### config.mk
export PLATFORM = sky130hd
export DESIGN_NAME = laser_rx_deframer_flat
export DESIGN_NICKNAME = d
export VERILOG_FILES = /design/src/rtl/laser_rx_deframer_if.sv /design/src/rtl/laser_rx_deframer.sv /design/src/flat_wrapper.sv
export SDC_FILE = /design/constraint.sdc
export NUM_CORES = 1
export LEC_CHECK = 0
export ABC_AREA = 1
export CAP_MARGIN = 20
export CORE_AREA = 2 2 215 217
export CTS_CLUSTER_DIAMETER = 120
export CTS_CLUSTER_SIZE = 10
export DETAILED_ROUTE_END_ITERATION = 12
export DIE_AREA = 0 0 217 219
export GPL_ROUTABILITY_DRIVEN = 0
export GPL_TIMING_DRIVEN = 0
export PLACE_DENSITY = 0.77
export SLEW_MARGIN = 20
export SYNTH_ARGS = -nofsm -noshare
export SYNTH_HDL_FRONTEND = slang
export SYNTH_SLANG_ARGS = --single-unit
### constraint.sdc
create_clock -name clock -period 5.7 [get_ports clock]
set_input_delay 1.14 -clock clock [delete_from_list [all_inputs] [get_ports clock]]
set_output_delay 1.14 -clock clock [all_outputs]
set_load 0.01 [all_outputs]
### src/rtl/laser_rx_deframer_if.sv
// Byte-stream and write-queue signals between the laser receiver, the deframer and the FTDI queue.
// master drives the receive side and the queue status; slave is the deframer.
interface laser_rx_deframer_if;
  logic       en;
  logic       data_valid;
  logic [7:0] data_in;
  logic       wrq_full;
  logic       wrreq;
  logic [7:0] data_wr;

  modport master (
    output en, data_valid, data_in, wrq_full,
    input  wrreq, data_wr
  );

  modport slave (
    input  en, data_valid, data_in, wrq_full,
    output wrreq, data_wr
  );
endinterface

### src/rtl/laser_rx_deframer.sv
// Parses START/LEN/payload/checksum frames from the laser link and drains verified payloads
// to the FTDI write queue. Optional error counter: define LASER_RX_DEFRAMER_STATS_EN.
module laser_rx_deframer #(
  parameter int         MAX_PAYLOAD = 64,
  parameter int         TIMEOUT     = 1024,
  parameter logic [7:0] START_BYTE  = 8'hCC,
  parameter logic [7:0] CLOSE_BYTE  = 8'h22
) (
  input  logic                clock,
  input  logic                reset,
  laser_rx_deframer_if.slave  bus,
  output logic                ack_pulse,
  output logic                fail_pulse,
  output logic                close_seen,
  output logic                busy,
  output logic [7:0]          err_count
);

  localparam int IW = $clog2(MAX_PAYLOAD + 1);
  localparam int TW = $clog2(TIMEOUT + 1);
  localparam int AW = (MAX_PAYLOAD > 1) ? $clog2(MAX_PAYLOAD) : 1;

  typedef enum logic [2:0] {
    S_IDLE,
    S_LEN,
    S_PAYLOAD,
    S_CHECK,
    S_DRAIN
  } state_t;

  state_t      r_state, w_state;
  logic [IW-1:0] r_wr_idx, w_wr_idx;
  logic [IW-1:0] r_rd_idx, w_rd_idx;
  logic [IW-1:0] r_len, w_len;
  logic [7:0]    r_csum, w_csum;
  logic [TW-1:0] r_tmo, w_tmo;
  logic          r_wrreq;
  logic [7:0]    r_data_wr;
  logic          r_ack, r_fail, r_close;
  logic          w_buf_we, w_rd_en, w_ack, w_fail, w_close;
  logic          w_len_bad;
  logic          w_tmo_hit;

  logic [7:0]    r_buf [MAX_PAYLOAD];

  assign w_len_bad = (bus.data_in == 8'h00) || ({1'b0, bus.data_in} > 9'(MAX_PAYLOAD));
  assign w_tmo_hit = (r_tmo == TW'(TIMEOUT - 1));

  always_comb begin
    w_state  = r_state;
    w_wr_idx = r_wr_idx;
    w_rd_idx = r_rd_idx;
    w_len    = r_len;
    w_csum   = r_csum;
    w_tmo    = r_tmo;
    w_buf_we = 1'b0;
    w_rd_en  = 1'b0;
    w_ack    = 1'b0;
    w_fail   = 1'b0;
    w_close  = 1'b0;
    if (!bus.en) begin
      // Disabled: abandon any frame or drain silently.
      w_state = S_IDLE;
    end else begin
      unique case (r_state)
        S_IDLE: begin
          if (bus.data_valid) begin
            if (bus.data_in == START_BYTE) begin
              w_state = S_LEN;
              w_tmo   = '0;
            end else if (bus.data_in == CLOSE_BYTE) begin
              w_close = 1'b1;
            end
          end
        end
        S_LEN, S_PAYLOAD, S_CHECK: begin
          if (!bus.data_valid) begin
            if (w_tmo_hit) begin
              w_fail  = 1'b1;
              w_state = S_IDLE;
              w_tmo   = '0;
            end else begin
              w_tmo = r_tmo + TW'(1);
            end
          end else begin
            w_tmo = '0;
            if (r_state == S_LEN) begin
              if (w_len_bad) begin
                w_fail  = 1'b1;
                w_state = S_IDLE;
              end else begin
                w_len    = IW'(bus.data_in);
                w_csum   = bus.data_in;
                w_wr_idx = '0;
                w_state  = S_PAYLOAD;
              end
            end else if (r_state == S_PAYLOAD) begin
              w_buf_we = 1'b1;
              w_csum   = r_csum ^ bus.data_in;
              w_wr_idx = r_wr_idx + IW'(1);
              if (r_wr_idx == r_len - IW'(1)) begin
                w_state = S_CHECK;
              end
            end else begin
              if (bus.data_in == r_csum) begin
                w_ack    = 1'b1;
                w_rd_idx = '0;
                w_state  = S_DRAIN;
              end else begin
                w_fail  = 1'b1;
                w_state = S_IDLE;
              end
            end
          end
        end
        S_DRAIN: begin
          if (!bus.wrq_full) begin
            w_rd_en  = 1'b1;
            w_rd_idx = r_rd_idx + IW'(1);
            if (r_rd_idx == r_len - IW'(1)) begin
              w_state = S_IDLE;
            end
          end
        end
        default: w_state = S_IDLE;
      endcase
    end
  end

  always_ff @(posedge clock) begin
    if (reset) begin
      r_state   <= S_IDLE;
      r_wr_idx  <= '0;
      r_rd_idx  <= '0;
      r_len     <= '0;
      r_csum    <= '0;
      r_tmo     <= '0;
      r_wrreq   <= 1'b0;
      r_data_wr <= '0;
      r_ack     <= 1'b0;
      r_fail    <= 1'b0;
      r_close   <= 1'b0;
    end else begin
      r_state  <= w_state;
      r_wr_idx <= w_wr_idx;
      r_rd_idx <= w_rd_idx;
      r_len    <= w_len;
      r_csum   <= w_csum;
      r_tmo    <= w_tmo;
      r_wrreq  <= w_rd_en;
      r_ack    <= w_ack;
      r_fail   <= w_fail;
      r_close  <= w_close;
      // Registered buffer read doubles as the data_wr output register.
      if (w_rd_en) begin
        r_data_wr <= r_buf[r_rd_idx[AW-1:0]];
      end
    end
  end

  always_ff @(posedge clock) begin
    if (w_buf_we) begin
      r_buf[r_wr_idx[AW-1:0]] <= bus.data_in;
    end
  end

`ifdef LASER_RX_DEFRAMER_STATS_EN
  logic       w_overrun;
  logic [7:0] r_err;

  assign w_overrun = bus.en && (r_state == S_DRAIN) && bus.data_valid;

  always_ff @(posedge clock) begin
    if (reset) begin
      r_err <= '0;
    end else if ((w_fail || w_overrun) && (r_err != 8'hFF)) begin
      r_err <= r_err + 8'd1;
    end
  end

  assign err_count = r_err;
`else
  assign err_count = 8'h00;
`endif

  assign bus.wrreq  = r_wrreq;
  assign bus.data_wr = r_data_wr;
  assign ack_pulse  = r_ack;
  assign fail_pulse = r_fail;
  assign close_seen = r_close;
  assign busy       = (r_state != S_IDLE);

endmodule

### src/flat_wrapper.sv
// flat-port wrapper written by rule: the top's interface ports become plain ports
module laser_rx_deframer_flat 
#(
  parameter int         MAX_PAYLOAD = 64,
  parameter int         TIMEOUT     = 1024,
  parameter logic [7:0] START_BYTE  = 8'hCC,
  parameter logic [7:0] CLOSE_BYTE  = 8'h22
)
  (clock, reset, ack_pulse, fail_pulse, close_seen, busy, err_count, bus_en, bus_data_valid, bus_data_in, bus_wrq_full, bus_wrreq, bus_data_wr);
  laser_rx_deframer_if bus_i ();
  input  logic clock;
  input  logic reset;
  output logic ack_pulse;
  output logic fail_pulse;
  output logic close_seen;
  output logic busy;
  output logic [7:0] err_count;
  input wire logic [$bits(bus_i.en)-1:0] bus_en;
  input wire logic [$bits(bus_i.data_valid)-1:0] bus_data_valid;
  input wire logic [$bits(bus_i.data_in)-1:0] bus_data_in;
  input wire logic [$bits(bus_i.wrq_full)-1:0] bus_wrq_full;
  output wire logic [$bits(bus_i.wrreq)-1:0] bus_wrreq;
  output wire logic [$bits(bus_i.data_wr)-1:0] bus_data_wr;
  assign bus_i.en = bus_en;
  assign bus_i.data_valid = bus_data_valid;
  assign bus_i.data_in = bus_data_in;
  assign bus_i.wrq_full = bus_wrq_full;
  assign bus_wrreq = bus_i.wrreq;
  assign bus_data_wr = bus_i.data_wr;
  laser_rx_deframer #(.MAX_PAYLOAD(MAX_PAYLOAD), .TIMEOUT(TIMEOUT), .START_BYTE(START_BYTE), .CLOSE_BYTE(CLOSE_BYTE)) u_core (.clock(clock), .reset(reset), .bus(bus_i), .ack_pulse(ack_pulse), .fail_pulse(fail_pulse), .close_seen(close_seen), .busy(busy), .err_count(err_count));
endmodule
==> run summary <==
outcome -> finished, final reports clean
Starting Density -> 52.6%
internal power -> 6.74 mW
worst skew pair latency -> 0.59 ns
clk buf depth -> 3
most frequent cells in the layout -> edfxtp_1 (512), nor2_1 (435), nand2_1 (317)
worst clock skew -> 0.0307 ns
ys async rst share -> 0%
endpoints failing hold -> 0
Initial DRC Count -> 2,340
clock period minus worst slack -> 3.79 ns
Post-synth EDFFs -> 512
Area Overhead vs Synth -> 12.7%
share of the synthesized area in the top cell type -> 64.9%
global-route wire length before repair -> 98.9 mm
Num CTS Buffers -> 66
Syn Area/Cell -> 11.2 um^2
gr ovfl total -> 0
post-CTS setup buffers -> 0
final setup fails -> 0
Distinct cells, synth -> 41
share of post-route cells with drive strength above 1 -> 6.74%
most frequent CP cell -> nor2_1
vias per inst -> 6.09
VDD IR-drop max -> 0.192 mV
Sum Neg Setup Slack -> 0 ns
yosys warns -> 0
CP Capture Type -> flop
RSZ-0062 raised after global routing -> false
initial antenna violation count -> 0
Tightest Hold Check Type -> flop to flop
Worst Path Max Fanout -> 8
Reg clk slew, reported paths -> 0.06 ns
largest net degree at the start of global routing -> 55
Switch Pwr -> 1.66 mW
Placed Cells incl. Taps -> 2,762
crit path kind -> input port to flop
Max-Cap Viols -> 0
fin util -> 59.2%
DRC -> 0
sequential area share after synthesis -> 69.5%
total core area -> 45,100 um^2
maximum clock frequency -> 0.264 GHz
Mapped Cells -> 2,124
main flop type after synthesis -> edfxtp_1
DRT Wirelength -> 66.6 mm
worst slew pin tran -> 1.12 ns
Die ar. -> 47,500 um^2
Detailed Place HPWL -> 44.4 mm
CTS tree -> built
Horiz. Die Dim -> 217 um
sw frac -> 19.8%
PortBufs -> 23
gr usage total -> 28.0%
Site Rows -> 78
Leak -> 9.07 nW
diode count -> 0
ANT nets after route -> 0
H-tree levels -> 3
clk root buf -> clkbuf_16
hold slack -> 0.468 ns
final worst path period share -> 66.5%
NumNets Final -> 2,247
Critical Path Start Type -> input port
Clk network pwr share -> 44.5%
CP cell instances -> clkdlybuf4s50_1 > nand2_1 > nor2_1 > inv_1 > nor2_1 > nand3_1 > nor2_1
Comb pwr share -> 1.6%
Slew headroom -> 24.9%
# resized after CTS -> 0
Final Non-Filler Cells -> 2,856
Max Transition Viols Final -> 0
Critical Path RT -> 5.89 ns
mapped cell area -> 23,700 um^2
vias in the first global route -> 16,691
CTS sink cnt -> 567
Worst EP arrival -> 3.98 ns
part of the power in registers -> 53.9%
slowest library cell on the worst path -> nor2_1
Synth area leader -> edfxtp_1
Post-CTS Hold Buffers -> 0
Synth Register Bits -> 567
Power Total -> 8.40 mW
commonest non-fill, non-tap cell in the layout -> edfxtp_1
Die Height -> 219 um
wire per inst -> 23.3 um
Pre-antenna DRT Iters -> 5
Pwr Density -> 315 nW/um^2
Via Count -> 17,382
ranking of synthesized cells by area -> edfxtp_1 (65%), nor2_1 (6.9%), o21ai_0 (5.1%)
Ports -> 34
crit-path max cell delay -> 1.00 ns
==> metal layers <==
metal	part of all wire [%]	vias to the layer above	track usage, %
li1	-	7697	-
met1	37	8227	36.3
met2	46	1192	44.1
met3	12	266	6.65
met4	5.6	0	15.1
met5	0	-	0
==> flip-flops by register name (all words and copies together), names as in the netlist, 3 cells and up <==
name	flops
u_core.r_tmo	11
u_core.r_wr_idx	7
u_core.r_rd_idx	7
u_core.r_buf	512
u_core.r_len	7
u_core.r_state	3
u_core.r_csum	8
u_core.bus.data_wr	8
==> logic make-up after synthesis <==
group | share of synthesized area (%)
and+or+nand+nor | 15.1
DFF | 69.5
AOI/OAI and AO/OA | 11.0
buffers and inverters | 3.46
xor gates and xnor gates | 0.702
adders and majority gates | 0.211
other | 0.0158
==> power groups by stage <==
stage                     clock network, mW  logic (mW)  registers [mW]
after floorplan                           0      0.0272            4.61
after global placement                    0       0.114            4.63
after detailed placement                  0       0.133            4.61
after CTS                              3.74       0.133            4.53
after global routing                   3.89       0.143            4.53
final                                  3.74       0.137            4.53
==> cell type report <==
cell class                      count  area, um^2
Sequential cell                   567       16500
Timing Repair Buffer               31         400
Fill cell                        3512       18400
Clock buffer                       91        1810
Buffer                            124         592
Clock inverter                      3        22.5
Multi-Input combinational cell   1379        6430
Inverter                           61         229
Tap cell                          600         751
==> through the flow <==
step                      area, um^2  worst slack [ns]
final                          26700              1.91
after global routing           26700              1.90
after CTS                      26700              1.89
after detailed placement       24900              1.30
after global placement         24700             0.167
after floorplan                23700              2.85
==> worst paths after layout <==
| kind | to | slack (ns) | cells after the start | start |
|---|---|---|---|---|
| worst min-delay path | u_core.r_tmo[10] | 0.47 | 1 | u_core.r_tmo[10] |
| worst max register to register | u_core.r_buf[61][4] | 2.48 | 7 | u_core.r_state[2] |
| worst min register to register | u_core.r_tmo[10] | 0.47 | 1 | u_core.r_tmo[10] |
| worst max-delay path | u_core.r_buf[61][4] | 1.91 | 7 | bus_en |
==> synth_stat cells (all sizes together), types with 9 or more instances <==
master,n
nand4,10
xor2,17
o22ai,32
inv,57
nor3,9
clkbuf,67
a21boi,33
a21oi,68
buf,57
nand2,321
nor2,437
dfxtp,55
o211ai,65
edfxtp,512
nand3,107
o21ai,253
==> worst max-delay path, delay by kind of cell <==
family        cells  cell delay (ns)
simple gates      5             2.22
buf+inv           2             0.61
Note: power is estimated with default switching activity, not from simulation.
